### config.mk
export PLATFORM = sky130hd
export DESIGN_NAME = viterbi_stage_sequencer_flat
export DESIGN_NICKNAME = d
export VERILOG_FILES = /design/src/rtl/viterbi_stage_sequencer_pkg.sv /design/src/rtl/viterbi_stage_sequencer_if.sv /design/src/rtl/viterbi_stage_sequencer_dec_buf.sv /design/src/rtl/viterbi_stage_sequencer.sv /design/src/flat_wrapper.sv
export SDC_FILE = /design/constraint.sdc
export NUM_CORES = 1
export LEC_CHECK = 0
export CELL_PAD_IN_SITES_DETAIL_PLACEMENT = 1
export CELL_PAD_IN_SITES_GLOBAL_PLACEMENT = 2
export CORE_MARGIN = 3
export CORE_UTILIZATION = 28
export CTS_BUF_LIST = sky130_fd_sc_hd__clkbuf_16
export CTS_CLUSTER_DIAMETER = 100
export DETAILED_ROUTE_END_ITERATION = 6
export DONT_BUFFER_PORTS = 1
export GPL_TIMING_DRIVEN = 0
export PLACE_DENSITY_LB_ADDON = 0.2
export RECOVER_POWER = 50
export SETUP_SLACK_MARGIN = 0.1
export SKIP_CTS_REPAIR_TIMING = 1
export SLEW_MARGIN = 20
export SYNTH_ARGS = -nofsm -noshare
export SYNTH_HDL_FRONTEND = slang
export SYNTH_HIERARCHICAL = 1
export SYNTH_SLANG_ARGS = --single-unit
### constraint.sdc
create_clock -name clk_i -period 8.45 [get_ports clk_i]
set_input_delay 0.845 -clock clk_i [delete_from_list [all_inputs] [get_ports clk_i]]
set_output_delay 0.845 -clock clk_i [all_outputs]
set_load 0.03 [all_outputs]
### src/rtl/viterbi_stage_sequencer_pkg.sv
// Shared types and constants for the Viterbi stage sequencer.
// State encoding, metric/decision widths and the stage latency default.
package viterbi_pkg;

    localparam int MET_W         = 8;
    localparam int DEC_W         = 8;
    localparam int STAGE_LAT_DEF = 4;

    localparam logic [2:0] S_IDLE  = 3'd0;
    localparam logic [2:0] S_RECV  = 3'd1;
    localparam logic [2:0] S_WAIT  = 3'd2;
    localparam logic [2:0] S_CAPT  = 3'd3;
    localparam logic [2:0] S_DRAIN = 3'd4;

    typedef enum logic [2:0] {
        ST_IDLE  = S_IDLE,
        ST_RECV  = S_RECV,
        ST_WAIT  = S_WAIT,
        ST_CAPT  = S_CAPT,
        ST_DRAIN = S_DRAIN
    } seq_state_e;

    // Signed minimum; a tie returns the first operand.
    function automatic logic [MET_W-1:0] smin(
        input logic [MET_W-1:0] a,
        input logic [MET_W-1:0] b
    );
        return ($signed(b) < $signed(a)) ? b : a;
    endfunction

endpackage

### src/rtl/viterbi_stage_sequencer_if.sv
// Symbol-in and decision-out handshake channels of the sequencer.
// The slave side is the sequencer, the master side is its environment.
interface viterbi_stage_sequencer_if;
    import viterbi_pkg::*;

    logic             sym_valid;
    logic             sym_ready;
    logic [MET_W-1:0] sym_r3;
    logic [MET_W-1:0] sym_r4;

    logic             dec_valid;
    logic             dec_ready;
    logic [DEC_W-1:0] dec_data;
    logic             dec_last;

    modport master (
        output sym_valid, sym_r3, sym_r4, dec_ready,
        input  sym_ready, dec_valid, dec_data, dec_last
    );

    modport slave (
        input  sym_valid, sym_r3, sym_r4, dec_ready,
        output sym_ready, dec_valid, dec_data, dec_last
    );

endinterface

### src/rtl/viterbi_stage_sequencer_dec_buf.sv
// Per-frame decision store: one synchronous write, one combinational read.
// Contents are not reset; every entry is written before it is drained.
module viterbi_dec_buf
    import viterbi_pkg::*;
#(
    parameter int DEPTH = 16,
    parameter int AW    = 4,
    parameter int DW    = DEC_W
) (
    input  logic          clk_i,
    input  logic          we_i,
    input  logic [AW-1:0] waddr_i,
    input  logic [DW-1:0] wdata_i,
    input  logic [AW-1:0] raddr_i,
    output logic [DW-1:0] rdata_o
);

    logic [DW-1:0] mem_q [DEPTH];

    always_ff @(posedge clk_i) begin
        if (we_i) begin
            mem_q[waddr_i] <= wdata_i;
        end
    end

    assign rdata_o = mem_q[raddr_i];

endmodule

### src/rtl/viterbi_stage_sequencer.sv
// Runs one butterfly stage over a frame of symbol pairs, tracking path
// metrics, then streams the stored decision nibbles to traceback.
module viterbi_stage_sequencer
    import viterbi_pkg::*;
#(
    parameter int               FRAME_LEN   = 16,
    parameter int               STAGE_LAT   = STAGE_LAT_DEF,
    parameter logic [MET_W-1:0] INIT_MET_11 = 8'h40,
    parameter bit               NORM_EN     = 1'b1
) (
    input  logic                     clk_i,
    input  logic                     rst_ni,
    viterbi_stage_sequencer_if.slave bus,
    input  logic                     start_i,
    output logic                     busy_o,
    output logic [MET_W-1:0]         stg_r3_o,
    output logic [MET_W-1:0]         stg_r4_o,
    output logic [MET_W-1:0]         stg_edge_00_o,
    output logic [MET_W-1:0]         stg_edge_11_o,
    input  logic [MET_W-1:0]         stg_survivor_00_i,
    input  logic [MET_W-1:0]         stg_survivor_11_i,
    input  logic [3:0]               stg_c0_i,
    input  logic [3:0]               stg_c1_i,
    output logic                     final_state_o,
    output logic                     frame_done_o
);

    localparam int AW = $clog2(FRAME_LEN);
    localparam int WW = (STAGE_LAT > 1) ? $clog2(STAGE_LAT) : 1;
    localparam logic [AW-1:0] LAST_IDX  = AW'(FRAME_LEN - 1);
    localparam logic [WW-1:0] LAST_WAIT = WW'(STAGE_LAT - 1);

    seq_state_e       state_q;
    logic [AW-1:0]    idx_q;
    logic [AW-1:0]    rd_q;
    logic [WW-1:0]    wait_q;
    logic [MET_W-1:0] r3_q, r4_q;
    logic [MET_W-1:0] m00_q, m11_q;
    logic [MET_W-1:0] m00_d, m11_d;
    logic [MET_W-1:0] mn;
    logic             fin_q, done_q;
    logic             busy_q, rdy_q, dvld_q;
    logic [DEC_W-1:0] rdata;

    // Renormalise so the better survivor sits at zero; wrap is accepted.
    always_comb begin
        mn    = smin(stg_survivor_00_i, stg_survivor_11_i);
        m00_d = stg_survivor_00_i;
        m11_d = stg_survivor_11_i;
        if (NORM_EN) begin
            m00_d = stg_survivor_00_i - mn;
            m11_d = stg_survivor_11_i - mn;
        end
    end

    always_ff @(posedge clk_i or negedge rst_ni) begin
        if (!rst_ni) begin
            state_q <= ST_IDLE;
            idx_q   <= '0;
            rd_q    <= '0;
            wait_q  <= '0;
            r3_q    <= '0;
            r4_q    <= '0;
            m00_q   <= '0;
            m11_q   <= INIT_MET_11;
            fin_q   <= 1'b0;
            done_q  <= 1'b0;
            busy_q  <= 1'b0;
            rdy_q   <= 1'b0;
            dvld_q  <= 1'b0;
        end else begin
            done_q <= 1'b0;
            unique case (state_q)
                ST_IDLE: begin
                    if (start_i) begin
                        state_q <= ST_RECV;
                        m00_q   <= '0;
                        m11_q   <= INIT_MET_11;
                        idx_q   <= '0;
                        fin_q   <= 1'b0;
                        busy_q  <= 1'b1;
                        rdy_q   <= 1'b1;
                    end
                end
                ST_RECV: begin
                    if (bus.sym_valid) begin
                        r3_q    <= bus.sym_r3;
                        r4_q    <= bus.sym_r4;
                        wait_q  <= '0;
                        rdy_q   <= 1'b0;
                        state_q <= ST_WAIT;
                    end
                end
                ST_WAIT: begin
                    wait_q <= wait_q + 1'b1;
                    if (wait_q == LAST_WAIT) begin
                        state_q <= ST_CAPT;
                    end
                end
                ST_CAPT: begin
                    m00_q <= m00_d;
                    m11_q <= m11_d;
                    if (idx_q == LAST_IDX) begin
                        fin_q   <= $signed(stg_survivor_11_i)
                                 < $signed(stg_survivor_00_i);
                        rd_q    <= '0;
                        dvld_q  <= 1'b1;
                        state_q <= ST_DRAIN;
                    end else begin
                        idx_q   <= idx_q + 1'b1;
                        rdy_q   <= 1'b1;
                        state_q <= ST_RECV;
                    end
                end
                ST_DRAIN: begin
                    if (bus.dec_ready) begin
                        if (rd_q == LAST_IDX) begin
                            dvld_q  <= 1'b0;
                            busy_q  <= 1'b0;
                            done_q  <= 1'b1;
                            state_q <= ST_IDLE;
                        end else begin
                            rd_q <= rd_q + 1'b1;
                        end
                    end
                end
                default: begin
                    state_q <= ST_IDLE;
                    busy_q  <= 1'b0;
                    rdy_q   <= 1'b0;
                    dvld_q  <= 1'b0;
                end
            endcase
        end
    end

    viterbi_dec_buf #(
        .DEPTH (FRAME_LEN),
        .AW    (AW),
        .DW    (DEC_W)
    ) u_buf (
        .clk_i   (clk_i),
        .we_i    (state_q == ST_CAPT),
        .waddr_i (idx_q),
        .wdata_i ({stg_c1_i, stg_c0_i}),
        .raddr_i (rd_q),
        .rdata_o (rdata)
    );

    assign bus.sym_ready = rdy_q;
    assign bus.dec_valid = dvld_q;
    assign bus.dec_data  = dvld_q ? rdata : '0;
    assign bus.dec_last  = dvld_q && (rd_q == LAST_IDX);

    assign busy_o        = busy_q;
    assign stg_r3_o      = r3_q;
    assign stg_r4_o      = r4_q;
    assign stg_edge_00_o = m00_q;
    assign stg_edge_11_o = m11_q;
    assign final_state_o = fin_q;
    assign frame_done_o  = done_q;

endmodule

### src/flat_wrapper.sv
// flat-port wrapper written by rule: the top's interface ports become plain ports
module viterbi_stage_sequencer_flat import viterbi_pkg::*;
#(
    parameter int               FRAME_LEN   = 16,
    parameter int               STAGE_LAT   = STAGE_LAT_DEF,
    parameter logic [MET_W-1:0] INIT_MET_11 = 8'h40,
    parameter bit               NORM_EN     = 1'b1
)
  (clk_i, rst_ni, start_i, busy_o, stg_r3_o, stg_r4_o, stg_edge_00_o, stg_edge_11_o, stg_survivor_00_i, stg_survivor_11_i, stg_c0_i, stg_c1_i, final_state_o, frame_done_o, bus_sym_valid, bus_sym_r3, bus_sym_r4, bus_dec_ready, bus_sym_ready, bus_dec_valid, bus_dec_data, bus_dec_last);
  viterbi_stage_sequencer_if bus_i ();
  input  logic clk_i;
  input  logic rst_ni;
  input  logic start_i;
  output logic busy_o;
  output logic [MET_W-1:0] stg_r3_o;
  output logic [MET_W-1:0] stg_r4_o;
  output logic [MET_W-1:0] stg_edge_00_o;
  output logic [MET_W-1:0] stg_edge_11_o;
  input  logic [MET_W-1:0] stg_survivor_00_i;
  input  logic [MET_W-1:0] stg_survivor_11_i;
  input  logic [3:0] stg_c0_i;
  input  logic [3:0] stg_c1_i;
  output logic final_state_o;
  output logic frame_done_o;
  input wire logic [$bits(bus_i.sym_valid)-1:0] bus_sym_valid;
  input wire logic [$bits(bus_i.sym_r3)-1:0] bus_sym_r3;
  input wire logic [$bits(bus_i.sym_r4)-1:0] bus_sym_r4;
  input wire logic [$bits(bus_i.dec_ready)-1:0] bus_dec_ready;
  output wire logic [$bits(bus_i.sym_ready)-1:0] bus_sym_ready;
  output wire logic [$bits(bus_i.dec_valid)-1:0] bus_dec_valid;
  output wire logic [$bits(bus_i.dec_data)-1:0] bus_dec_data;
  output wire logic [$bits(bus_i.dec_last)-1:0] bus_dec_last;
  assign bus_i.sym_valid = bus_sym_valid;
  assign bus_i.sym_r3 = bus_sym_r3;
  assign bus_i.sym_r4 = bus_sym_r4;
  assign bus_i.dec_ready = bus_dec_ready;
  assign bus_sym_ready = bus_i.sym_ready;
  assign bus_dec_valid = bus_i.dec_valid;
  assign bus_dec_data = bus_i.dec_data;
  assign bus_dec_last = bus_i.dec_last;
  viterbi_stage_sequencer #(.FRAME_LEN(FRAME_LEN), .STAGE_LAT(STAGE_LAT), .INIT_MET_11(INIT_MET_11), .NORM_EN(NORM_EN)) u_core (.clk_i(clk_i), .rst_ni(rst_ni), .bus(bus_i), .start_i(start_i), .busy_o(busy_o), .stg_r3_o(stg_r3_o), .stg_r4_o(stg_r4_o), .stg_edge_00_o(stg_edge_00_o), .stg_edge_11_o(stg_edge_11_o), .stg_survivor_00_i(stg_survivor_00_i), .stg_survivor_11_i(stg_survivor_11_i), .stg_c0_i(stg_c0_i), .stg_c1_i(stg_c1_i), .final_state_o(final_state_o), .frame_done_o(frame_done_o));
endmodule
Word-level counts from Yosys, hierarchy flattened
Memories as Yosys holds them, arrays and structs flattened. Cells that the tools add are included.

Memory bits (writable): 128. Input bits: 45. Word-level logic and storage cells: 95. Memories kept: 1. Register bits: 50.

Eq/ne operators: 15. Add/subtract/negate cells: 5. Bitwise logic cells: 3. Muxes and demuxes: 39. Magnitude comparators: 1. Reductions and logical operators: 18.

Memories: u_core.u_buf.mem_q (words 16, bits a word 8, rd ports 1, clocked after Yosys merged registers in 0, write ports 1, RTL line viterbi_stage_sequencer_dec_buf.sv:18) `logic [DW-1:0] mem_q [DEPTH];`.

Operator list (count): two-way mux 8 bit (4); case mux 8 bit (2 select lines) (2); two-way mux 4 bit (5); two-way mux 3 bit (6); case mux 4 bit (2 select lines) (2); AND reduction 4 bit (4); subtractor 8 bit (2); case mux 3 bit (5 select lines) (1); two-way mux 1 bit (13); != test 2 bit (second input constant) (5); adder 4 x 1 -> 4 bit (second input constant) (2); equality test 4 bit (second input constant) (2); less-than comparator 8 bit (1); equality test 3 x 2 -> 1 bit (second input constant) (2); != test 2 x 1 -> 1 bit (second input constant) (3); case mux 1 bit (3 select lines) (2); AND reduction 2 bit (3); AND reduction 3 bit (2); nonzero test 2 bit (3); OR reduction 3 bit (2); AND reduction 5 bit (1); case mux 1 bit (4 select lines) (1); case mux 2 bit (2 select lines) (1); equality test 3 x 1 -> 1 bit (second input constant) (1); 9 further kinds (11).

Depth between registers and ports, before layout
Depth in word-level cells: 4. Mapped depth: 22. Gate-level depth less buffers: 19.

Cells and area by module
Netlist, hierarchy kept.

Modules (own cells, without submodules): viterbi_dec_buf (cells an instance 221, area an instance 4987.3 um2, times used 1, sequential area each 3843.7 um2); viterbi_stage_sequencer (cells an instance 357, area an instance 3375.7 um2, times used 1, sequential area each 1252.5 um2).

Worst setup path after synthesis
OpenSTA, ideal clock, no wires.

Path kind: input -> register. Start point: in stg_survivor_00_i[3]. End point: reg u_core.m11_q[6], in the netlist u_core/stg_edge_11_o[6]. Setup slack: 4.119 ns. Path buffers: 3. Required time: 8.369 ns. Arrival time: 4.250 ns. Stages: 21. Cells stage by stage: clkbuf_8 > inv_1 > ha_1 > a211oi_2 > o21ai_2 > a21o_2 > buf_6 > clkbuf_1 > o21ai_0 > ha_1 > inv_1 > ha_1 > inv_1 > nand2_1 > a21oi_1 > a211oi_1 > a211oi_4 > o21ai_1 > or3_1 > mux2i_1 > nor2_1.

Longest elaborated chain between the ends: 4.

RTL lines: start, declared (RTL line flat_wrapper.sv:19) `input logic [MET_W-1:0] stg_survivor_00_i;`; less-than comparator 8 bit (RTL line viterbi_stage_sequencer_pkg.sv:28) `return ($signed(b) < $signed(a)) ? b : a;`; two-way mux 8 bit * (RTL line viterbi_stage_sequencer_pkg.sv:28); subtractor 8 bit * (RTL line viterbi_stage_sequencer.sv:52) `m11_d = stg_survivor_11_i - mn;`; case mux 8 bit (2 select lines) * (RTL line viterbi_stage_sequencer.sv:73) `unique case (state_q)`; end signal, assigned (RTL line viterbi_stage_sequencer.sv:102) `m11_q <= m11_d;`; end, declared (RTL line viterbi_stage_sequencer.sv:38) `logic [MET_W-1:0] m00_q, m11_q;`.

Every way passes the cells marked *; elsewhere a longest branch is shown, timed or not. A chain may end at the register's enable or synchronous reset.

Worst setup path in the final report
Ends and elaborated chain as after synthesis.

==> impl_metrics.toml <==
[critical_path]
required_ns = 8.80
critPathLaunchType = "input pin"
worstPathBufferInverterCount = 6
critPathArrivalTime_ns = 5.00
critPathTopFamily = "compound AO/OA/AOI/OAI gates"
crit_type = "in -> reg"
cp_slowest_cell = "clkbuf_1"
critPathMaxStageDelay_ns = 0.45
path_max_fanout = 10
end_kind = "flop"
crit_path_cell_trace = "clkbuf_8 > inv_1 > ha_1 > o211ai_1 > o21ai_2 > a21o_2 > buf_6 > clkbuf_1 > nand2_1 > o21ai_0 > ha_1 > inv_1 > ha_1 > inv_1 > nand2_1 > a21oi_1 > a211oi_1 > a211oi_4 > o21ai_1 > or3_1 > mux2i_1 > nor2_1"

[die]
rows = 62
die_h_um = 179
ios = 91
start_util = 0.287
dieArea_um2 = 32000
die_w_um = 179
core_um2 = 29100

[grt]
grt_antenna_before_repair = 0
grt_max_degree = 51
grt_pass1_vias = 5354
grt_overflow_total = 0
grt_pass1_wl_um = 32700
globalRouteTotalUtil = 0.139

[synth]
yosys_warnings = 6
synthArstFlopShare = 0.281
synth_fp_nets = 641
synth_seq_area_share = 0.609
synthCells = 578
synth_edf_count = 128
syn_area_um2 = 8360
synth_seq_cells = 178
yosysUniqueCellTypes = 70
synthFlopType = "edfxtp_1"
avgSynthCellArea_um2 = 14.5

[clock_tree]
clk_pin_slew_ns = 0.07
clk_latency_ns = 0.43
clockBufferDepth = 2
cts_buffers = 17
cts_sinks = 178
cts_tree = "yes"
cts_max_level = 4
cts-root-buf = "clkbuf_16"

[job]
maxCapViolCount = 0

[power]
leakage_uw = 0.00330
p_int_uw = 1610
max-vdd-ir-drop_v = 0.000156
clockPowerShare = 0.314
powerDensity_nw_per_um2 = 258
switching_share = 0.339
p_seq_frac = 0.524
switching_power_uw = 827
p_total_uw = 2440
p_comb_frac = 0.162

[sta]
finalSetupTns_ns = 0
worstMarginPinSlew_ns = 0.981
relSlewSlack = 0.343
finalHoldViolCount = 0
period_needed_ns = 4.65
max_freq_ghz = 0.215
fin_crit_sh = 0.550
skew_ns = 0.00831
drv_slew = 0
setup_viol = 0
rsz0062_at_grt = "false"

[drt]
top_layer = "met4"
routed_wl_um = 21500
routedWlPerCell_um = 21.6
drc = 0
vias = 4936
dr_wl_met2_um = 10500
ant_nets = 0
met3WireLength_um = 1280
drt-met1-wl_um = 9610
first_pass_iters = 4
viasPerCell = 4.96
drt_iter0_drc = 244

[final_layout]
drive_above_1_share = 0.191
area_growth_pct = 13.0
insertedDiodeCount = 0
nets = 662
nFillCells = 3075

[placement]
gp_congestion = 0.745
place_hpwl_um = 15500
port_buffers = 0

[hold_path]
hp-class = "in -> async"

[run_status]
status = "completed"
power groups by stage:
| stage | clock network (uW) | logic [uW] | registers (uW) |
|---|---|---|---|
| 2_1_floorplan | 0 | 305 | 1260 |
| 3_3_place_gp | 0 | 386 | 1290 |
| 3_5_place_dp | 0 | 403 | 1300 |
| 4_1_cts | 787 | 405 | 1280 |
| 5_1_grt | 827 | 445 | 1300 |
| 6_report | 766 | 395 | 1280 |
flip-flops by register name, summed over array words and instances (netlist names), 2 cells and up:
| name | count |
|---|---|
| u_core/idx_q | 4 |
| u_core/rd_q | 4 |
| u_core/state_q | 3 |
| u_core/stg_edge_00_o | 8 |
| u_core/stg_edge_11_o | 8 |
| u_core/stg_r3_o | 8 |
| u_core/stg_r4_o | 8 |
| u_core/u_buf/mem_q | 128 |
| u_core/wait_q | 2 |
cells in the mapped netlist (all sizes together), types with 4 or more instances:
cell | count | share of area
nand2b | 5 | 0.0037
nand4 | 4 | 0.0030
o31ai | 4 | 0.0042
a22o | 4 | 0.0042
inv | 17 | 0.0076
xnor2 | 8 | 0.0084
nor3 | 9 | 0.0054
nand3 | 18 | 0.011
edfxtp | 128 | 0.46
a21oi | 21 | 0.013
dfrtp | 49 | 0.15
a22oi | 18 | 0.017
or3 | 4 | 0.0031
mux2 | 18 | 0.024
nor2b | 4 | 0.0042
ha | 18 | 0.027
nor2 | 47 | 0.021
nand3b | 5 | 0.0045
nand2 | 41 | 0.018
mux4 | 33 | 0.095
o21ai | 29 | 0.018
buf | 11 | 0.011
and2 | 11 | 0.0082
a31oi | 6 | 0.0045
o21a | 4 | 0.0036
clkbuf | 13 | 0.012
a211oi | 5 | 0.0072
path summary, 6_finish.rpt:
kind	start	endpoint	slack, ns	cells past startpoint
hold reg to reg	u_core/wait_q[1]	u_core/wait_q[1]	0.54	1
setup reg to reg	u_core/state_q[0]	u_core/u_buf/mem_q[3][0]	5.09	8
hold / removal	rst_ni	u_core/stg_r4_o[3]	0.10	0
min in group clk_i	stg_c0_i[1]	u_core/u_buf/mem_q[10][1]	0.51	0
setup / recovery	stg_survivor_00_i[3]	u_core/stg_edge_11_o[6]	3.80	22
max in group asynchronous	rst_ni	u_core/stg_edge_11_o[6]	8.16	0
cells by family after synthesis:
kind of cell               count (synthesis)  synth area share
DFF                                      178             0.609
xor gates and xnor gates                  11            0.0115
buffers and inverters                     44            0.0344
adders and majority gates                 21            0.0305
and+or+nand+nor                          159            0.0932
AOI/OAI and AO/OA                        111            0.0980
muxes                                     54             0.123
routing by layer:
layer,up-vias,GRT usage
met3,12,0.0436
met4,0,0.0263
met2,97,0.229
met5,-,0
li1,2273,-
met1,2554,0.182
per-stage QoR:
step	cell area [um^2]	cells	util	hold slack (ns)	setup slack, ns
2_1_floorplan	8360	578	-	0.486	4.12
3_3_place_gp	8840	962	0.304	0.502	3.51
3_5_place_dp	8880	964	0.305	0.535	3.38
4_1_cts	9450	995	0.325	0.0750	3.84
5_1_grt	9450	995	0.325	0.0648	3.44
6_report	9450	995	0.325	0.103	3.80
cell usage in the layout, fill, tap and decap left out, types with 4 or more instances in the layout:
| cell type | n |
|---|---|
| a21oi_1 | 20 |
| edfxtp_1 | 128 |
| mux2_2 | 18 |
| mux4_1 | 14 |
| clkbuf_1 | 9 |
| nand3b_1 | 5 |
| nand4_1 | 4 |
| nand3_1 | 18 |
| mux4_2 | 19 |
| xnor2_1 | 8 |
| o21ai_0 | 26 |
| nor3_1 | 5 |
| a22o_1 | 4 |
| a31oi_1 | 6 |
| inv_8 | 4 |
| a22oi_1 | 17 |
| nand2_1 | 41 |
| nor3_2 | 4 |
| ha_1 | 18 |
| and2_1 | 11 |
| inv_1 | 18 |
| nor2_1 | 47 |
| clkbuf_16 | 17 |
| nand2b_1 | 5 |
| inv_6 | 4 |
| dfrtp_1 | 49 |
| o21a_1 | 4 |
| buf_6 | 6 |
| clkbuf_8 | 5 |
cell type report:
class                      count  area, um^2  area share
tap                          384         480      0.0508
buffer                        27         223      0.0236
sequential                   178        5100       0.539
clock buffer                  17         425      0.0450
clock inverter                14         149      0.0158
multi-input combinational    356        3000       0.317
inverter                      17        63.8     0.00675
timing repair buffer           2        15.0     0.00159
(Power assumes the default switching activity.)
